## src/rtl/i2c_pkg.sv

```systemverilog
// i2c_pkg: shared FSM state codes, R/W bit encoding and ACK levels for the I2C target.
package i2c_pkg;
    localparam logic [2:0] S_IDLE      = 3'd0;
    localparam logic [2:0] S_ADDR      = 3'd1;
    localparam logic [2:0] S_ADDR_ACK  = 3'd2;
    localparam logic [2:0] S_WRITE     = 3'd3;
    localparam logic [2:0] S_WRITE_ACK = 3'd4;
    localparam logic [2:0] S_READ      = 3'd5;
    localparam logic [2:0] S_READ_ACK  = 3'd6;
    localparam logic [2:0] S_WAIT_STOP = 3'd7;
    localparam logic RW_WRITE = 1'b0;
    localparam logic RW_READ  = 1'b1;
    localparam logic ACK      = 1'b0;
    localparam logic NACK     = 1'b1;
endpackage

```

## src/rtl/i2c_line_cond.sv

```systemverilog
// i2c_line_cond: synchroniser, optional agreement filter (I2C_TARGET_GLITCH_FILTER_EN) and edge detect.
module i2c_line_cond #(
    parameter int SYNC_STAGES = 2,
    parameter int FILTER_LEN  = 3
) (
    input  logic clk,
    input  logic reset,
    input  logic i_line,
    output logic o_level,
    output logic o_rise,
    output logic o_fall
);
    logic [SYNC_STAGES-1:0] r_sync;
    logic r_prev;
    logic w_level;
    if (SYNC_STAGES < 2 || FILTER_LEN < 1) begin : g_param_check
        $error("i2c_line_cond: SYNC_STAGES must be >= 2 and FILTER_LEN >= 1");
    end
    // Idle bus is high, so reset to 1 to avoid a false edge after reset.
    always_ff @(posedge clk) begin
        if (reset) r_sync <= '1;
        else       r_sync <= {r_sync[SYNC_STAGES-2:0], i_line};
    end
`ifdef I2C_TARGET_GLITCH_FILTER_EN
    localparam int CW = $clog2(FILTER_LEN + 1);
    logic [CW-1:0] r_cnt;
    logic r_filt;
    always_ff @(posedge clk) begin
        if (reset) begin
            r_cnt  <= '0;
            r_filt <= 1'b1;
        end else if (r_sync[SYNC_STAGES-1] == r_filt) begin
            r_cnt <= '0;
        end else if (r_cnt == CW'(FILTER_LEN - 1)) begin
            r_filt <= r_sync[SYNC_STAGES-1];
            r_cnt  <= '0;
        end else begin
            r_cnt <= r_cnt + 1'b1;
        end
    end
    assign w_level = r_filt;
`else
    assign w_level = r_sync[SYNC_STAGES-1];
`endif
    always_ff @(posedge clk) begin
        if (reset) r_prev <= 1'b1;
        else       r_prev <= w_level;
    end
    assign o_level = w_level;
    assign o_rise  = w_level & ~r_prev;
    assign o_fall  = ~w_level & r_prev;
endmodule

```

## src/rtl/i2c_target.sv

```systemverilog
// i2c_target: oversampled I2C target with fixed address, write streaming and read requests.
// Optional glitch filter on SCL/SDA via I2C_TARGET_GLITCH_FILTER_EN.
module i2c_target
    import i2c_pkg::*;
#(
    parameter logic [6:0] ADDR        = 7'h42,
    parameter int         SYNC_STAGES = 2,
    parameter int         FILTER_LEN  = 3
) (
    input  logic       clk,
    input  logic       reset,
    input  logic       scl_in,
    input  logic       sda_in,
    output logic       sda_oe,
    output logic       busy,
    output logic [7:0] wr_data,
    output logic       wr_valid,
    output logic       wr_first,
    output logic       rd_req,
    input  logic [7:0] rd_data,
    output logic       stop_det
);
    logic w_scl, w_scl_rise, w_scl_fall, w_sda, w_sda_rise, w_sda_fall, w_start, w_stop;
    logic [2:0] r_state, r_cnt;
    logic [7:0] r_shift, r_wr_data;
    logic r_first, r_ack_on, r_sda_oe, r_busy, r_wr_valid, r_wr_first, r_rd_req, r_stop_det;

    i2c_line_cond #(.SYNC_STAGES(SYNC_STAGES), .FILTER_LEN(FILTER_LEN)) u_scl (
        .clk(clk), .reset(reset), .i_line(scl_in),
        .o_level(w_scl), .o_rise(w_scl_rise), .o_fall(w_scl_fall)
    );
    i2c_line_cond #(.SYNC_STAGES(SYNC_STAGES), .FILTER_LEN(FILTER_LEN)) u_sda (
        .clk(clk), .reset(reset), .i_line(sda_in),
        .o_level(w_sda), .o_rise(w_sda_rise), .o_fall(w_sda_fall)
    );

    assign w_start = w_sda_fall & w_scl;
    assign w_stop  = w_sda_rise & w_scl;

    always_ff @(posedge clk) begin
        if (reset) begin
            r_state    <= S_IDLE;
            r_cnt      <= 3'd0;
            r_shift    <= 8'h00;
            r_first    <= 1'b0;
            r_ack_on   <= 1'b0;
            r_sda_oe   <= 1'b0;
            r_busy     <= 1'b0;
            r_wr_data  <= 8'h00;
            r_wr_valid <= 1'b0;
            r_wr_first <= 1'b0;
            r_rd_req   <= 1'b0;
            r_stop_det <= 1'b0;
        end else begin
            r_wr_valid <= 1'b0;
            r_wr_first <= 1'b0;
            r_rd_req   <= 1'b0;
            r_stop_det <= 1'b0;
            if (w_stop) begin
                r_state    <= S_IDLE;
                r_sda_oe   <= 1'b0;
                r_busy     <= 1'b0;
                r_stop_det <= 1'b1;
            end else if (w_start) begin
                r_state  <= S_ADDR;
                r_cnt    <= 3'd7;
                r_sda_oe <= 1'b0;
                r_busy   <= 1'b0;
                r_ack_on <= 1'b0;
            end else begin
                case (r_state)
                    S_ADDR: if (w_scl_rise) begin
                        r_shift <= {r_shift[6:0], w_sda};
                        r_cnt   <= r_cnt - 3'd1;
                        if (r_cnt == 3'd0) begin
                            r_state  <= (r_shift[6:0] == ADDR) ? S_ADDR_ACK : S_IDLE;
                            r_busy   <= r_shift[6:0] == ADDR;
                            r_ack_on <= 1'b0;
                        end
                    end
                    // r_ack_on marks the second half of the ACK slot (SDA held low).
                    S_ADDR_ACK: begin
                        if (w_scl_rise && r_ack_on && r_shift[0] == RW_READ) r_rd_req <= 1'b1;
                        if (w_scl_fall) begin
                            r_ack_on <= ~r_ack_on;
                            if (!r_ack_on) begin
                                r_sda_oe <= 1'b1;
                            end else if (r_shift[0] == RW_WRITE) begin
                                r_sda_oe <= 1'b0;
                                r_state  <= S_WRITE;
                                r_cnt    <= 3'd7;
                                r_first  <= 1'b1;
                            end else begin
                                r_shift  <= {rd_data[6:0], 1'b0};
                                r_sda_oe <= ~rd_data[7];
                                r_state  <= S_READ;
                                r_cnt    <= 3'd7;
                            end
                        end
                    end
                    S_WRITE: if (w_scl_rise) begin
                        r_shift <= {r_shift[6:0], w_sda};
                        r_cnt   <= r_cnt - 3'd1;
                        if (r_cnt == 3'd0) begin
                            r_wr_data  <= {r_shift[6:0], w_sda};
                            r_wr_valid <= 1'b1;
                            r_wr_first <= r_first;
                            r_first    <= 1'b0;
                            r_state    <= S_WRITE_ACK;
                            r_ack_on   <= 1'b0;
                        end
                    end
                    S_WRITE_ACK: if (w_scl_fall) begin
                        r_ack_on <= ~r_ack_on;
                        r_sda_oe <= ~r_ack_on;
                        if (r_ack_on) begin
                            r_state <= S_WRITE;
                            r_cnt   <= 3'd7;
                        end
                    end
                    S_READ: if (w_scl_fall) begin
                        if (r_cnt == 3'd0) begin
                            r_sda_oe <= 1'b0;
                            r_state  <= S_READ_ACK;
                            r_ack_on <= 1'b0;
                        end else begin
                            r_sda_oe <= ~r_shift[7];
                            r_shift  <= {r_shift[6:0], 1'b0};
                            r_cnt    <= r_cnt - 3'd1;
                        end
                    end
                    S_READ_ACK: begin
                        if (w_scl_rise) begin
                            if (w_sda == NACK) begin
                                r_state <= S_WAIT_STOP;
                            end else begin
                                r_rd_req <= 1'b1;
                                r_ack_on <= 1'b1;
                            end
                        end else if (w_scl_fall && r_ack_on) begin
                            r_shift  <= {rd_data[6:0], 1'b0};
                            r_sda_oe <= ~rd_data[7];
                            r_state  <= S_READ;
                            r_cnt    <= 3'd7;
                            r_ack_on <= 1'b0;
                        end
                    end
                    default: ;
                endcase
            end
        end
    end

    assign sda_oe   = r_sda_oe;
    assign busy     = r_busy;
    assign wr_data  = r_wr_data;
    assign wr_valid = r_wr_valid;
    assign wr_first = r_wr_first;
    assign rd_req   = r_rd_req;
    assign stop_det = r_stop_det;
endmodule

```

## config.mk

```make
export PLATFORM = sky130hd
export DESIGN_NAME = i2c_target
export DESIGN_NICKNAME = d
export VERILOG_FILES = /design/src/rtl/i2c_pkg.sv /design/src/rtl/i2c_line_cond.sv /design/src/rtl/i2c_target.sv
export SDC_FILE = /design/constraint.sdc
export NUM_CORES = 1
export LEC_CHECK = 0
export ABC_CLOCK_PERIOD_IN_PS = 1900
export CAP_MARGIN = 20
export CORE_ASPECT_RATIO = 1.2
export CORE_UTILIZATION = 55
export CTS_BUF_LIST = sky130_fd_sc_hd__clkbuf_4 sky130_fd_sc_hd__clkbuf_8
export CTS_CLUSTER_DIAMETER = 150
export DETAILED_ROUTE_END_ITERATION = 10
export PLACE_DENSITY = 0.82
export SLEW_MARGIN = 20
export SYNTH_ARGS = -nofsm -noshare
export SYNTH_HDL_FRONTEND = slang
export SYNTH_SLANG_ARGS = --single-unit
```

## constraint.sdc

```tcl
create_clock -name clk -period 1.9 [get_ports clk]
set_input_delay 0.19 -clock clk [delete_from_list [all_inputs] [get_ports clk]]
set_output_delay 0.19 -clock clk [all_outputs]
set_load 0.01 [all_outputs]
```

==> flow_summary.yaml <==
sta:
  finalHoldViolations: 0
  fin_setup_tns_ps: 0
  rsz0062_at_grt: "true"
  fmax_ghz: 0.532
  period_needed_ps: 1880
  setup_viol: 0
  worst_pin_slew_ps: 490
  slew-limit-headroom_pct: 67.2
  holdWs_ps: 414
  slew_viol_final: 0
  skew_ps: 5.41
  fin_crit_sh_pct: 98.9
hold_path:
  min_path_type: "flip-flop to flip-flop"
  hold_path_depth: 1
power:
  ir_drop_mv: 0.500
  power_leakage_uw: 0.00112
  power_density_nw_per_um2: 578
route:
  drt_first_pass_iters: 7
  ant_nets: 0
  wl_per_cell_um: 17.3
  drt_iter0_drc: 132
  vias_per_cell: 6.01
  wl_mm: 5.62
  via_count: 1954
  post-route-drc-count: 3
yosys:
  synthCells: 225
  yosysUniqueCellTypes: 61
  synth-seq-area-share_pct: 35.9
  synth.top_cell.area_share_pct: 35.9
  yosysWarnings: 0
  synth_edf_count: 0
  synth_fp_nets: 239
  syn_area_um2: 2010
  yosysMostFrequentCell: "dfxtp_1"
  async_flop_share_pct: 0
  yosys_register_bits: 36
  syn_avg_cell_area_um2: 8.92
  ys_top_cells_by_count: "36 x dfxtp_1, 23 x nor2_1, 18 x mux2i_1"
  synth_top_cell_by_area: "dfxtp_1"
  synth_flop_cell: "dfxtp_1"
  yosys-top-cells-area: "dfxtp_1 36%, mux2i_1 9.0%, nor2_1 4.3%"
global_routing:
  grt_max_degree: 17
  grtUsageTotal_pct: 31.2
  antenna_found_initial: 0
  grt_pass1_wl_mm: 9.10
  grt_pass1_vias: 1923
  grt_overflow: 0
placed_design:
  hpwlAfterDp_mm: 3.80
  gp_congestion: 0.943
  io_buffer_count: 25
die:
  die_x_um: 57.1
  coreArea_um2: 3420
  die_h_um: 68.2
  ios: 26
  initial_core_util_pct: 58.6
  rows: 23
  dieArea_um2: 3900
cts:
  cts_tree: "yes"
  clock_latency_ps: 300
  ctsHtreeMaxLevel: 2
  cts.sinks: 36
  clockBufferDepth: 2
  clk_pin_slew_ps: 80
  cts_buffers: 5
  ctsHoldBuffers: 0
  cts_root_buf: "clkbuf_8"
critical_path:
  cp-end-kind: "flip-flop"
  cp.arrival_ps: 2050
  crit_type: "flip-flop to flip-flop"
  cp_slowest_cell: "or4_4"
  crit_fanout: 9
  crit_chain: "buf_4 -> and3b_1 -> or4_4 -> nor3b_4 -> nor3_1 -> a211oi_1"
  cp-start-kind: "flip-flop"
  rr_worst_depth: 6
  crit_required_ps: 2070
  cpPeakStageDelay_ps: 570
run:
  drv_cap: 0
layout:
  area_growth_pct: 36.3
  layout.nets: 301
  antenna_cells: 0
  drive_gt1_share_pct: 30.9
outcome:
  violations: "design-rule violations"
  status: "finished with violations"
## timing repair
item | in CTS | in global routing
resized for setup | 12 | 13
buffers inserted | 5 | 2
hold endpoints to repair | 0 | 0
setup endpoints to repair | 12 | 22
pin swaps | 4 | 5
## layer usage
metal / vias up / global-route usage [%] / part of all wire, %
met2: 57 / 54.1 / 52
met1: 936 / 36.2 / 40
met5: - / 0 / 0
li1: 943 / - / -
met3: 18 / 5.86 / 4.5
met4: 0 / 18.0 / 3.6
## stage by stage
| step | std cells | power, uW | utilization, % | worst slack, ps | cell area [um^2] |
|---|---|---|---|---|---|
| after detailed placement | 312 | 1010 | 73.5 | -261 | 2520 |
| final | 325 | 1580 | 79.9 | 20.7 | 2740 |
| after global routing | 325 | 1630 | 79.9 | -40.1 | 2740 |
| after CTS | 323 | 1570 | 78.3 | 18.9 | 2680 |
| after floorplan | 225 | 923 | - | 181 | 2010 |
| after global placement | 312 | 1000 | 73.5 | -117 | 2520 |
## placed cells by master (no fill, tap or decap), drive strengths merged, types with 2 or more instances in the layout
| master | netlist | layout |
|---|---|---|
| buf | 10 | 46 |
| dfxtp | 36 | 36 |
| nor2 | 27 | 27 |
| clkdlybuf4s50 | 0 | 25 |
| mux2i | 18 | 18 |
| nand2 | 13 | 13 |
| a211oi | 12 | 12 |
| o21ai | 10 | 10 |
| nor3 | 8 | 8 |
| or2 | 7 | 7 |
| inv | 6 | 7 |
| nand3 | 5 | 5 |
| clkbuf | 6 | 5 |
| a21oi | 5 | 5 |
| and2b | 4 | 4 |
| nand2b | 3 | 3 |
| nand3b | 3 | 3 |
| and2 | 3 | 3 |
| nor2b | 3 | 3 |
| xor2 | 2 | 2 |
| or2b | 2 | 2 |
| and4bb | 2 | 2 |
| o22ai | 2 | 2 |
| or3 | 2 | 2 |
| a211o | 2 | 2 |
| o21a | 2 | 2 |
| ha | 2 | 2 |
| nor4 | 2 | 2 |
| clkinv | 1 | 2 |
| and3b | 2 | 2 |
| or4 | 2 | 2 |
| nor3b | 2 | 2 |
| o211ai | 2 | 2 |
## critical path, delay by kind of cell (launching register included)
kind,cells,cell delay (ps)
buffers and inverters,1,150
DFF,1,380
and+or+nand+nor,4,1150
AOI/OAI and AO/OA,1,80
## flip-flops by register name, indices dropped and copies added (netlist names), 2 cells and up
signal and flops:
r_cnt 3, r_shift 8, r_state 3, u_scl.r_sync 2, u_sda.r_sync 2, wr_data 8
## cell families after synthesis
family | Yosys count | share of synthesized area (%)
AO/OA/AOI/OAI | 50 | 20.5
XOR/XNOR | 2 | 0.873
adder cells (fa/ha/maj) | 2 | 1.25
buffers and inverters | 23 | 6.05
flip-flops | 36 | 35.9
multiplexers | 18 | 8.98
AND/OR/NAND/NOR | 94 | 26.5
## worst paths after layout
check	from	to	slack, ps
max	r_state[2]	r_cnt[0]	20
min reg2reg	u_sda.r_sync[0]	u_sda.r_sync[1]	410
min	u_sda.r_sync[0]	u_sda.r_sync[1]	410
max reg2reg	r_state[2]	r_cnt[0]	20
## report_power, final
| group | switching, uW | internal, uW | total (uW) |
|---|---|---|---|
| Clock | 310 | 260 | 571 |
| Combinational | 108 | 112 | 220 |
| Sequential | 21.0 | 769 | 790 |
| Total | 439 | 1140 | 1580 |
## layout make-up
type	count	area, um^2
clock inverter	3	21.3
multi-input combinational	166	1220
tap	37	46.3
sequential	36	738
clock buffer	5	68.8
timing repair buffer	71	612
fill	234	688
inverter	7	26.3
Note: power is estimated with default switching activity, not from simulation.
